### src/rtl/pipeline_pkg.sv
// Shared types and widths for the 5-stage RISC-V pipeline.
package pipeline_pkg;

  localparam int unsigned XLEN   = 32;
  localparam int unsigned CTRL_W = 8;
  localparam int unsigned REG_W  = 5;

  typedef enum logic [1:0] {
    FWD_RF,
    FWD_EXMEM,
    FWD_MEMWB,
    FWD_ZERO
  } fwd_sel_e;

  // Contents of the ID/EX pipeline register
  typedef struct packed {
    logic              valid;
    logic [XLEN-1:0]   pc;
    logic [XLEN-1:0]   imm;
    logic [REG_W-1:0]  rs1;
    logic [REG_W-1:0]  rs2;
    logic [REG_W-1:0]  rd;
    logic              reg_write;
    logic              mem_read;
    logic              mem_write;
    logic [CTRL_W-1:0] ctrl;
    logic [XLEN-1:0]   op1;
    logic [XLEN-1:0]   op2;
  } id_ex_t;

  // Register match that never fires on x0
  function automatic logic reg_hit(input logic en, input logic [REG_W-1:0] rd,
                                   input logic [REG_W-1:0] rs);
    return en && (rd != '0) && (rd == rs);
  endfunction

endpackage

### src/rtl/fwd_mux.sv
// Operand forwarding mux: picks zero, EX/MEM, MEM/WB or the stored operand.
module fwd_mux
  import pipeline_pkg::*;
(
  input  logic             fwd_en,
  input  logic [REG_W-1:0] rs,
  input  logic [XLEN-1:0]  stored,
  input  logic             ex_mem_reg_write,
  input  logic [REG_W-1:0] ex_mem_rd,
  input  logic [XLEN-1:0]  ex_mem_result,
  input  logic             mem_wb_reg_write,
  input  logic [REG_W-1:0] mem_wb_rd,
  input  logic [XLEN-1:0]  mem_wb_result,
  output logic [XLEN-1:0]  op
);

  fwd_sel_e sel;

  // Source select; EX/MEM is the younger producer so it wins over MEM/WB
  always_comb begin
    sel = FWD_RF;
    if (fwd_en) begin
      if (rs == '0)
        sel = FWD_ZERO;
      else if (reg_hit(ex_mem_reg_write, ex_mem_rd, rs))
        sel = FWD_EXMEM;
      else if (reg_hit(mem_wb_reg_write, mem_wb_rd, rs))
        sel = FWD_MEMWB;
    end
  end

  // Operand data path
  always_comb begin
    op = stored;
    case (sel)
      FWD_ZERO:  op = '0;
      FWD_EXMEM: op = ex_mem_result;
      FWD_MEMWB: op = mem_wb_result;
      default:   op = stored;
    endcase
  end

endmodule

### src/rtl/id_ex_stage.sv
// ID/EX pipeline register with operand forwarding and hazard detection.
// FORWARDING_EN: defined enables the forwarding network (stall only on
// load-use); undefined passes stored operands through and stalls on any
// in-flight producer match.
module id_ex_stage
  import pipeline_pkg::*;
(
  input  logic              clk,
  input  logic              reset,
  input  logic              id_valid,
  input  logic [XLEN-1:0]   id_pc,
  input  logic [XLEN-1:0]   id_imm,
  input  logic [4:0]        id_rs1,
  input  logic [4:0]        id_rs2,
  input  logic [4:0]        id_rd,
  input  logic              id_rs1_used,
  input  logic              id_rs2_used,
  input  logic              id_reg_write,
  input  logic              id_mem_read,
  input  logic              id_mem_write,
  input  logic [CTRL_W-1:0] id_ctrl,
  input  logic [XLEN-1:0]   rf_data1,
  input  logic [XLEN-1:0]   rf_data2,
  input  logic              ex_mem_reg_write,
  input  logic [4:0]        ex_mem_rd,
  input  logic [XLEN-1:0]   ex_mem_result,
  input  logic              mem_wb_reg_write,
  input  logic [4:0]        mem_wb_rd,
  input  logic [XLEN-1:0]   mem_wb_result,
  input  logic              flush,
  input  logic              ex_stall,
  output logic              ex_valid,
  output logic [XLEN-1:0]   ex_pc,
  output logic [XLEN-1:0]   ex_imm,
  output logic [4:0]        ex_rs1,
  output logic [4:0]        ex_rs2,
  output logic [4:0]        ex_rd,
  output logic              ex_reg_write,
  output logic              ex_mem_read,
  output logic              ex_mem_write,
  output logic [CTRL_W-1:0] ex_ctrl,
  output logic [XLEN-1:0]   ex_op1,
  output logic [XLEN-1:0]   ex_op2,
  output logic              hazard_stall
);

  id_ex_t q, d;
  logic   load_use, dep_hit, hz;
  logic   fwd_en;

`ifdef FORWARDING_EN
  assign fwd_en  = 1'b1;
  assign dep_hit = 1'b0;
`else
  assign fwd_en  = 1'b0;
  // Without forwarding, any used source produced by EX or EX/MEM must wait
  assign dep_hit = id_valid &
    ((id_rs1_used & (reg_hit(q.valid & q.reg_write, q.rd, id_rs1) |
                     reg_hit(ex_mem_reg_write, ex_mem_rd, id_rs1))) |
     (id_rs2_used & (reg_hit(q.valid & q.reg_write, q.rd, id_rs2) |
                     reg_hit(ex_mem_reg_write, ex_mem_rd, id_rs2))));
`endif

  // Load in EX whose result the decode slot needs next cycle
  assign load_use = id_valid & q.mem_read &
    ((id_rs1_used & reg_hit(q.valid, q.rd, id_rs1)) |
     (id_rs2_used & reg_hit(q.valid, q.rd, id_rs2)));

  assign hz           = (load_use | dep_hit) & ~flush;
  assign hazard_stall = hz | ex_stall;

  // Next-state: flush > hold (with operand refresh) > bubble > load
  always_comb begin
    d = q;
    if (flush) begin
      d.valid     = 1'b0;
      d.reg_write = 1'b0;
      d.mem_read  = 1'b0;
      d.mem_write = 1'b0;
    end else if (ex_stall) begin
      if (reg_hit(mem_wb_reg_write, mem_wb_rd, q.rs1)) d.op1 = mem_wb_result;
      if (reg_hit(mem_wb_reg_write, mem_wb_rd, q.rs2)) d.op2 = mem_wb_result;
    end else if (hz) begin
      d.valid     = 1'b0;
      d.reg_write = 1'b0;
      d.mem_read  = 1'b0;
      d.mem_write = 1'b0;
    end else begin
      d.valid     = id_valid;
      d.pc        = id_pc;
      d.imm       = id_imm;
      d.rs1       = id_rs1;
      d.rs2       = id_rs2;
      d.rd        = id_rd;
      d.reg_write = id_reg_write;
      d.mem_read  = id_mem_read;
      d.mem_write = id_mem_write;
      d.ctrl      = id_ctrl;
      d.op1       = rf_data1;
      d.op2       = rf_data2;
    end
  end

  // Pipeline register
  always_ff @(posedge clk) begin
    if (reset) q <= '0;
    else       q <= d;
  end

  assign ex_valid     = q.valid;
  assign ex_pc        = q.pc;
  assign ex_imm       = q.imm;
  assign ex_rs1       = q.rs1;
  assign ex_rs2       = q.rs2;
  assign ex_rd        = q.rd;
  assign ex_reg_write = q.reg_write;
  assign ex_mem_read  = q.mem_read;
  assign ex_mem_write = q.mem_write;
  assign ex_ctrl      = q.ctrl;

  fwd_mux u_fwd1 (
    .fwd_en(fwd_en), .rs(q.rs1), .stored(q.op1),
    .ex_mem_reg_write(ex_mem_reg_write), .ex_mem_rd(ex_mem_rd), .ex_mem_result(ex_mem_result),
    .mem_wb_reg_write(mem_wb_reg_write), .mem_wb_rd(mem_wb_rd), .mem_wb_result(mem_wb_result),
    .op(ex_op1)
  );

  fwd_mux u_fwd2 (
    .fwd_en(fwd_en), .rs(q.rs2), .stored(q.op2),
    .ex_mem_reg_write(ex_mem_reg_write), .ex_mem_rd(ex_mem_rd), .ex_mem_result(ex_mem_result),
    .mem_wb_reg_write(mem_wb_reg_write), .mem_wb_rd(mem_wb_rd), .mem_wb_result(mem_wb_result),
    .op(ex_op2)
  );

endmodule

### config.mk
export PLATFORM = sky130hd
export DESIGN_NAME = id_ex_stage
export DESIGN_NICKNAME = d
export VERILOG_FILES = /design/src/rtl/pipeline_pkg.sv /design/src/rtl/fwd_mux.sv /design/src/rtl/id_ex_stage.sv
export SDC_FILE = /design/constraint.sdc
export NUM_CORES = 1
export LEC_CHECK = 0
export BUFFER_PORTS_ARGS = -buffer_cell sky130_fd_sc_hd__buf_2
export CORE_AREA = 4 4 152 154
export CTS_BUF_LIST = sky130_fd_sc_hd__clkbuf_4 sky130_fd_sc_hd__clkbuf_8
export CTS_CLUSTER_SIZE = 20
export DETAILED_ROUTE_END_ITERATION = 8
export DIE_AREA = 0 0 156 158
export PLACE_DENSITY_LB_ADDON = 0.2
export SETUP_SLACK_MARGIN = 0.02
export SYNTH_ARGS = -nofsm -noshare
export SYNTH_HDL_FRONTEND = slang
export SYNTH_HIERARCHICAL = 1
export SYNTH_SLANG_ARGS = --single-unit
### constraint.sdc
create_clock -name clk -period 5.15 [get_ports clk]
set_clock_uncertainty 0.1 [all_clocks]
set_input_delay 0.2575 -clock clk [delete_from_list [all_inputs] [get_ports clk]]
set_output_delay 0.2575 -clock clk [all_outputs]
set_load 0.05 [all_outputs]
# ---- Yosys cells after proc, flatten, opt, wreduce, memory -nomap -nowiden
# Index checks and enable logic that the tools add are counted.
dict set report totals {
  latchBits 0
  memories 0
  output_inout_bits 156
  elab_cells 64
  input_bits 237
  ff_bits 155
  rom_bits 0
  mem_bits_rw 0
}
dict set report op_classes {
  muxes 6
  bitwise_logic 18
  n_addsub 0
  reduce_logical 19
  n_eq_ne 9
  magnitude_cmp 0
  n_shift 0
  div 0
  n_mul 0
}
# op count
set op_table {}
lappend op_table {{two-way mux 64 bit} 2}
lappend op_table {{two-way mux 32 bit} 2}
lappend op_table {{equality test 5 bit} 6}
lappend op_table {{nonzero test 5 bit} 3}
lappend op_table {{logical AND 1 bit} 12}
lappend op_table {{AND 1 bit} 9}
lappend op_table {{AND reduction 3 bit} 3}
lappend op_table {{OR 1 bit} 6}
lappend op_table {{inequality test 2 x 1 -> 1 bit (second input constant)} 2}
lappend op_table {{two-way mux 3 bit} 1}
lappend op_table {{NOT 1 bit} 3}
lappend op_table {{inequality test 2 bit (second input constant)} 1}
lappend op_table {{OR reduction 2 bit} 1}
lappend op_table {{two-way mux 1 bit} 1}

# ---- Depth between registers and ports, before layout
# Gate-level depths: netlist of the first run.
dict set report logic_depth {
  ltp_word 11
  mapped_depth 9
  depth_no_buf 6
}

# ---- By module
# Netlist of the first run, hierarchy kept.
# mod cells_each n_inst area_per_inst_um2
set by_module_without_submodules {}
lappend by_module_without_submodules {id_ex_stage 812 1 7355.8}
lappend by_module_without_submodules {fwd_mux 102 2 799.5}

# ---- Worst setup path before layout of the first run
# Ideal clock, no wire load.
dict set report synth_path {
  kind {register -> output}
  start {reg q (netlist bit ex_mem_read)}
  end {out hazard_stall}
  required_ps 4793
  path_stages_with_launch 6
  slack_ps 2810
  n_path_buf 0
  arrival_ps 1982
  cell_sequence {dfxtp_1 -> o21ai_0 -> a21oi_1 -> and2_1 -> a22oi_1 -> o21bai_1}
}
dict set report synth_via {
  elab_chain_len 5
}
# item line
set synth_lines {}
lappend synth_lines {{start: declaration} id_ex_stage.sv:47} ;# id_ex_t q, d;
lappend synth_lines {{start signal: assignment} id_ex_stage.sv:106} ;# if (reset) q <= '0;
lappend synth_lines {{start signal: assignment} id_ex_stage.sv:107} ;# else q <= d;
lappend synth_lines {{AND 1 bit (2 in series)} id_ex_stage.sv:65} ;# assign load_use = id_valid & q.mem_read &
lappend synth_lines {{OR 1 bit} id_ex_stage.sv:69} ;# assign hz = (load_use | dep_hit) & ~flush;
lappend synth_lines {{AND 1 bit} id_ex_stage.sv:69}
lappend synth_lines {{OR 1 bit} id_ex_stage.sv:70} ;# assign hazard_stall = hz | ex_stall;
lappend synth_lines {{end: declaration} id_ex_stage.sv:44} ;# output logic hazard_stall
# No other way between the ends.

# ---- Final worst setup path of the first run
dict set report layout_path {
  start {in id_rs2[3]}
  end {out hazard_stall}
}
dict set report layout_via {
  elab_chain_len 9
  word_cells_on_any_way 15
}
# item line
set layout_lines {}
lappend layout_lines {{start: declaration} id_ex_stage.sv:14} ;# input logic [4:0] id_rs2,
lappend layout_lines {{equality test 5 bit} pipeline_pkg.sv:34} ;# return en && (rd != '0) && (rd == rs);
lappend layout_lines {{logical AND 1 bit} pipeline_pkg.sv:34}
lappend layout_lines {{OR 1 bit} id_ex_stage.sv:60} ;# (id_rs2_used & (reg_hit(q.valid & q.reg_write, q.rd, id_rs2) |
lappend layout_lines {{AND 1 bit} id_ex_stage.sv:60}
lappend layout_lines {{OR 1 bit} id_ex_stage.sv:59} ;# reg_hit(ex_mem_reg_write, ex_mem_rd, id_rs1))) |
lappend layout_lines {{AND 1 bit} id_ex_stage.sv:57} ;# assign dep_hit = id_valid &
lappend layout_lines {{OR 1 bit *} id_ex_stage.sv:69}
lappend layout_lines {{AND 1 bit *} id_ex_stage.sv:69}
lappend layout_lines {{OR 1 bit *} id_ex_stage.sv:70}
# Every way passes the cells marked *; elsewhere a longest branch is shown, timed or not.

==> results of run 1 <==
-- repair_timing --
action	in CTS	in global routing
setup buffers	0	0
hold endpoints to repair	87	0
hold buffers	87	0
endpoints found under the setup margin	0	0
-- critical path, stage by stage --
cell and delay (ns):
dlygate4sd3_1 0.54, buf_2 0.16, xnor2_1 0.16, nand4_1 0.12, o22ai_1 0.41, a22oi_1 0.26, o21bai_1 0.25, buf_2 0.31
-- registers in the layout (all words and copies together), names as in the netlist, 5 cells and up --
name / flops
q: 64
ex_imm: 32
ex_pc: 32
ex_ctrl: 8
ex_rd: 5
ex_rs1: 5
ex_rs2: 5
-- area by class of cell --
type	count	area [um^2]
timing repair buffer	485	2895
fill	2068	10100
multi-input combinational	699	4818
clock inverter	15	172.7
clock buffer	17	234.0
sequential	155	3103
tap	280	350.3
antenna	6	15.01
-- cells in the mapped netlist (3+ instances only) --
cell type / instances
mux2i_1: 87
and2_1: 44
clkbuf_1: 48
nand4_1: 4
buf_6: 6
xnor2_1: 42
buf_2: 16
nand2b_1: 4
or4_1: 6
dfxtp_1: 155
xor2_1: 4
nor2_1: 222
nand3_1: 10
a21oi_1: 4
o22a_1: 64
o21ai_0: 4
nor3_1: 3
a211oi_1: 64
and2_0: 25
buf_8: 4
nand3b_1: 3
buf_4: 93
nand2_1: 13
a221o_1: 64
-- cells by family after synthesis --
family / synth area share, %
other: 0.04188
AO/OA/AOI/OAI: 21.38
AND/OR/NAND/NOR: 17.58
flip-flops: 34.65
buffers and inverters: 12.13
multiplexers: 9.725
XOR/XNOR: 4.499
-- report_power, final --
part	switching (mW)	internal (mW)	total, mW
combinational	0.594	0.339	0.933
clock	0.554	0.414	0.967
sequential	0.0581	1.28	1.34
-- path summary, 6_finish.rpt --
check | slack [ns] | end | from | cells past startpoint
hold / removal | 0.05 | ex_rs1[2] | id_rs1[2] | 3
setup / recovery | 2.31 | hazard_stall | id_rs2[3] | 8
hold reg to reg | 0.36 | ex_mem_write | ex_mem_write | 2
setup reg to reg | 2.34 | q[30] | ex_rs2[0] | 6
-- per-stage QoR --
step,cells,instance area (um^2)
finish,1657,11590
floorplan,1021,8974
CTS,1651,11570
detailed placement,1532,10300
global placement,1532,10300
global route,1656,11590
-- layer usage --
metal  up-vias  wire (um)  GRT usage (%)
li1       4237          -              -
met1      4076      12390          28.52
met2       342      15170          41.45
met3        49       2419          5.714
met4         4        747          9.129
met5         -         31              0
==> out/metrics.csv, run 1 <==
metric,value,unit
number_of_placed_i_o_pins,393,
irDropWorstVdd,150.0,uV
cts_tree,built,
die_width,156,um
max-clock-path-buffers,2,
flow.area_growth_from_synthesis,29.41,%
drc_errors,0,
setup_tns,0,ns
rsz0062_at_grt,no,
portBuffers,392,
hold-worst-slack,0.04518,ns
std_cell_rows,54,
power.total,3.241,mW
slew_headroom,-268.0,%
min_path_type,in -> reg,
dp_hpwl,20730,um
first_global_vias,8807,
worst_ep_required_time,4.79,ns
finalSetupViolCount,0,
grt_max_degree,88,
postSynth.topFlopCell,dfxtp_1,
global_route.overflow_total,0,
cts.sinks,155,
fraction_of_post_synthesis_cell_area_in_the_top_cell_type_by_area,34.65,%
synth.largest_area_cell,dfxtp_1,
drt_first_pass_iters,4,
hold_violations,0,
cts-htree-levels,4,
status,finished with violations,
placement.setup.worst_slack,2.027,ns
final_period_utilization,55.06,%
yosysWarnings,6,
power-per-cell-area,279.7,nW/um^2
layout.cells.most_common_list,"buf_2 (390), nor2_1 (221), dfxtp_1 (155)",
wl_per_cell,18.57,um
ys_async_sr_fraction,0,%
post_synth_inst_count,1016,
initial_core_utilization,41.29,%
die_h,158,um
synth-edff-count,0,
cp_max_fo,5,
post_synth_instance_area,8955,um^2
num_vias,8708,
violations,max-slew violations,
cts.clk_slew.worst_paths,0.09,ns
ant_nets,0,
max_cap_violations,0,
core_area,21690,um^2
fin_ws,2.314,ns
worstSkewPairLatency,0.45,ns
worst_pin_slew,5.443,ns
worst-endpoint-arrival,2.48,ns
numCtsBuffers,17,
grt_usage,23.84,%
gpl_congestion,0.8128,
route.final.wire_length,30770,um
post_synth_main_area_contributors,"dfxtp_1 (35%), mux2i_1 (9.7%), nor2_1 (9.3%), buf_4 (7.8%), a221o_1 (7.2%)",
synth_cell_type_count,40,
finalCoreUtilization,53.43,%
timing.final.max_slew_violations,198,
global_route_wire_length_before_repair,47160,um
startpoint_class_of_the_critical_path,primary input,
fmaxAchievable,352.6,MHz
drt_first_iter_violations,506,
fp.dieArea,24650,um^2
type_of_the_setup_path_with_the_least_slack,in -> out,
cellLeakagePower,5.479,nW
grt_antenna_before_repair,7,
seq_area_frac_synth,34.65,%
postSynthAreaPerCell,8.814,um^2
ffs_latches_synth,155,
endpoint_kind,primary output,
ctsResizeCount,0,
routed_via_density,5.255,
ctsRootBufferMaster,clkbuf_8,
period_needed,2.836,ns
mostFrequentLayoutCell,buf_2,
final_net_count,1595,
drive_above_1_share,32.53,%
Power figures use the tool's default switching activity.
==> inputs of run 2 (changes only) <==
--- a/config.mk
+++ b/config.mk
@@ -6,11 +6,11 @@
 export NUM_CORES = 1
 export LEC_CHECK = 0
 export BUFFER_PORTS_ARGS = -buffer_cell sky130_fd_sc_hd__buf_2
-export CORE_AREA = 4 4 152 154
+export CORE_AREA = 4 4 151 153
 export CTS_BUF_LIST = sky130_fd_sc_hd__clkbuf_4 sky130_fd_sc_hd__clkbuf_8
 export CTS_CLUSTER_SIZE = 20
 export DETAILED_ROUTE_END_ITERATION = 8
-export DIE_AREA = 0 0 156 158
+export DIE_AREA = 0 0 155 157
 export PLACE_DENSITY_LB_ADDON = 0.2
 export SETUP_SLACK_MARGIN = 0.02
 export SYNTH_ARGS = -nofsm -noshare
==> constraint.sdc (replaced) <==
create_clock -name clk -period 2.35 [get_ports clk]
set_clock_uncertainty 0.1 [all_clocks]
set_input_delay 0.1175 -clock clk [delete_from_list [all_inputs] [get_ports clk]]
set_output_delay 0.1175 -clock clk [all_outputs]
set_load 0.05 [all_outputs]
==> run 2 against run 1 <==
The run still ends with max-slew violations left. First-iteration DRC count rose by 11%. Register-to-register slack worse by 2.2 ns. Global-route usage increased by 1.2 points. Final area grew 11%. Hold slack worse by 0.0078 ns. Core utilization increased by 6.1 points. Non-clock buffer count increased by 115. Total power rose by 120%. Worst setup slack got worse by 2.2 ns. Via count is 5.7% higher. Largest power group unchanged.
==> out/metrics.csv, run 2 (synthesis gave the netlist of run 1 again) <==
metric,value,unit,change
power-per-cell-area,564.9,nW/um^2,+100%
multi_input_gate_area_in_the_final_layout,4836,um^2,+0.36%
worst_pin_slew,5.418,ns,-0.02432 ns
drt_first_iter_violations,562,,+11%
grt_usage,25.02,%,+1.2 points
final_cells,1769,,+6.8%
cp_max_fo,4,,-1
type_of_the_setup_path_with_the_least_slack,in -> reg,,
endpoint_kind,flip-flop,,
slew_headroom,-266.3,%,+1.6 points
ff_latch_area,3107,um^2,+0.12%
drive_above_1_share,33.31,%,+0.78 points
final_area,12820,um^2,+11%
die_width,155,um,-0.64%
cts.sinks,155,,unchanged
rsz0062_at_grt,no,,
violations,max-slew violations,,
cts-htree-levels,4,,unchanged
cts.clk_slew.worst_paths,0.11,ns,+0.02 ns
worst_ep_required_time,2.61,ns,-2.18 ns
worst-endpoint-arrival,2.46,ns,-0.02 ns
status,finished with violations,,
setup_tns,0,ns,unchanged
routed_via_density,5.202,,-1.0%
worst_hold_path.endpoint,q[1],,
startpoint_class_of_the_critical_path,primary input,,
drc_errors,0,,unchanged
first_global_vias,9265,,+5.2%
cpMostUsedCell,dlygate4sd3_1,,
grt_max_degree,139,,+58%
layout.cells.most_common_list,"buf_2 (389), nor2_1 (221), dlygate4sd3_1 (159)",,
worstSkewPairLatency,0.47,ns,+0.02 ns
std_cell_rows,54,,unchanged
global_route.overflow_total,0,,unchanged
reg2reg_setup_slack,0.16,ns,-2.18 ns
power.total,7.244,mW,+120%
core_area,21550,um^2,-0.62%
num_vias,9203,,+5.7%
largest_reg_flops,64,,unchanged
launching_point_of_the_worst_reg2reg_path,ex_rd[1],,
max_flop_register,q,,
critical_path.slowest_cell,dlygate4sd3_1,,
dpl_cell_area,10790,um^2,+4.8%
worst_r2r_endpoint,ex_valid,,
fp.dieArea,24340,um^2,-1.3%
irDropWorstVdd,347.7,uV,+130%
dp_cells,1575,,+2.8%
min_path_type,in -> reg,,
ant_nets,0,,unchanged
fmaxAchievable,454.4,MHz,
wl_per_cell,18.00,um,-3.0%
worst_hold_path_cells,4,,+1
cp_slowest_stage_delay,0.54,ns,about the same
global_route_wire_length_before_repair,49340,um,+4.6%
crit_chain,dlygate4sd3_1 > buf_2 > xnor2_1 > nand4_1 > o22ai_2 > a22oi_2 > buf_4 > a22oi_1 > nor2_1 > dlygate4sd3_1,,
worstPathBufferInverterCount,4,,+1
dp_hpwl,21360,um,+3.1%
cts_setup_buffers,0,,unchanged
number_of_placed_i_o_pins,393,,unchanged
hold_violations,0,,unchanged
max-clock-path-buffers,2,,unchanged
portBuffers,392,,unchanged
period_needed,2.201,ns,
cts_tree,built,,
cellLeakagePower,6.071,nW,+11%
mostFrequentLayoutCell,buf_2,,
flow.area_growth_from_synthesis,43.20,%,
final_net_count,1710,,+7.2%
cp_top_family,buffers and inverters,,
grt_antenna_before_repair,3,,-4
max_cap_violations,0,,unchanged
hp-start,mem_wb_result[1],,
final_period_utilization,93.65,%,
crit_cells,10,,+2
initial_core_utilization,41.55,%,+0.26 points
fill_cells,1911,,-7.6%
r2r_cells,8,,+2
ctsRootBufferMaster,clkbuf_8,,
numCtsBuffers,17,,unchanged
timing.final.max_slew_violations,198,,unchanged
gpl_congestion,0.8514,,+4.7%
finalSetupViolCount,0,,unchanged
die_h,157,um,-0.63%
drt_first_pass_iters,5,,+1
route.final.wire_length,31840,um,+3.5%
[run 2: through the flow]
stage	hold slack, ns	utilization [%]	setup slack (ns)
finish	0.03738	59.50	0.1493
global route	0.03175	59.49	0.02524
CTS	0.005517	59.39	0.02160
detailed placement	0.2597	50.08	-0.06680
global placement	0.2496	50.08	-0.03760
floorplan	0.1647	-	0.1504
[run 2: worst max-delay path by stage]
stage / from / endpoint / slack [ns]
5_1_grt: id_rs1[4] / ex_valid / 0.03
2_1_floorplan: ex_mem_read / hazard_stall / 0.15
3_5_place_dp: ex_mem_rd[1] / q[22] / -0.07
6_report: id_rs1[0] / ex_valid / 0.15
3_3_place_gp: ex_mem_rd[1] / q[12] / -0.04
4_1_cts: id_rs1[2] / hazard_stall / 0.02
[run 2: routing by layer]
metal	part of all wire, %	global-route usage [%]
met5	0.041	0
met4	2.4	8.663
met3	7.2	5.994
met2	50	43.92
met1	40	30.00
[run 2: area by class of cell]
type                    count  share of cell area, %
clock inverters            15                  1.346
clock buffers              17                  1.825
well taps                 280                  2.732
repair buffers            600                  32.10
diodes                      3                0.05854
multi-input cells         699                  37.71
flip-flops and latches    155                  24.23
[run 2: where the power goes]
group          total (mW)  internal (mW)  leakage [nW]  switching, mW
registers            2.92           2.81          1.28          0.113
logic                2.26          0.894          4.59           1.36
clock network        2.06          0.812         0.202           1.25
total                7.24           4.52          6.07           2.73
[run 2: worst reg2reg max path: stages (launching register included)]
cell and delay [ns]:
dfxtp_2 0.42, xnor2_1 0.14, nand4_1 0.12, o22ai_2 0.30, a22oi_2 0.11, buf_4 0.17, a22oi_1 0.13, nor2_1 0.05
dlygate4sd3_1 0.54
[run 2: repair_timing]
item	4_1_cts	5_1_grt
hold buffers	159	0
setup endpoints to repair	1	5
gates cloned	0	0
resized for setup	2	5
pin swaps	0	1
endpoints found under the hold margin	152	0
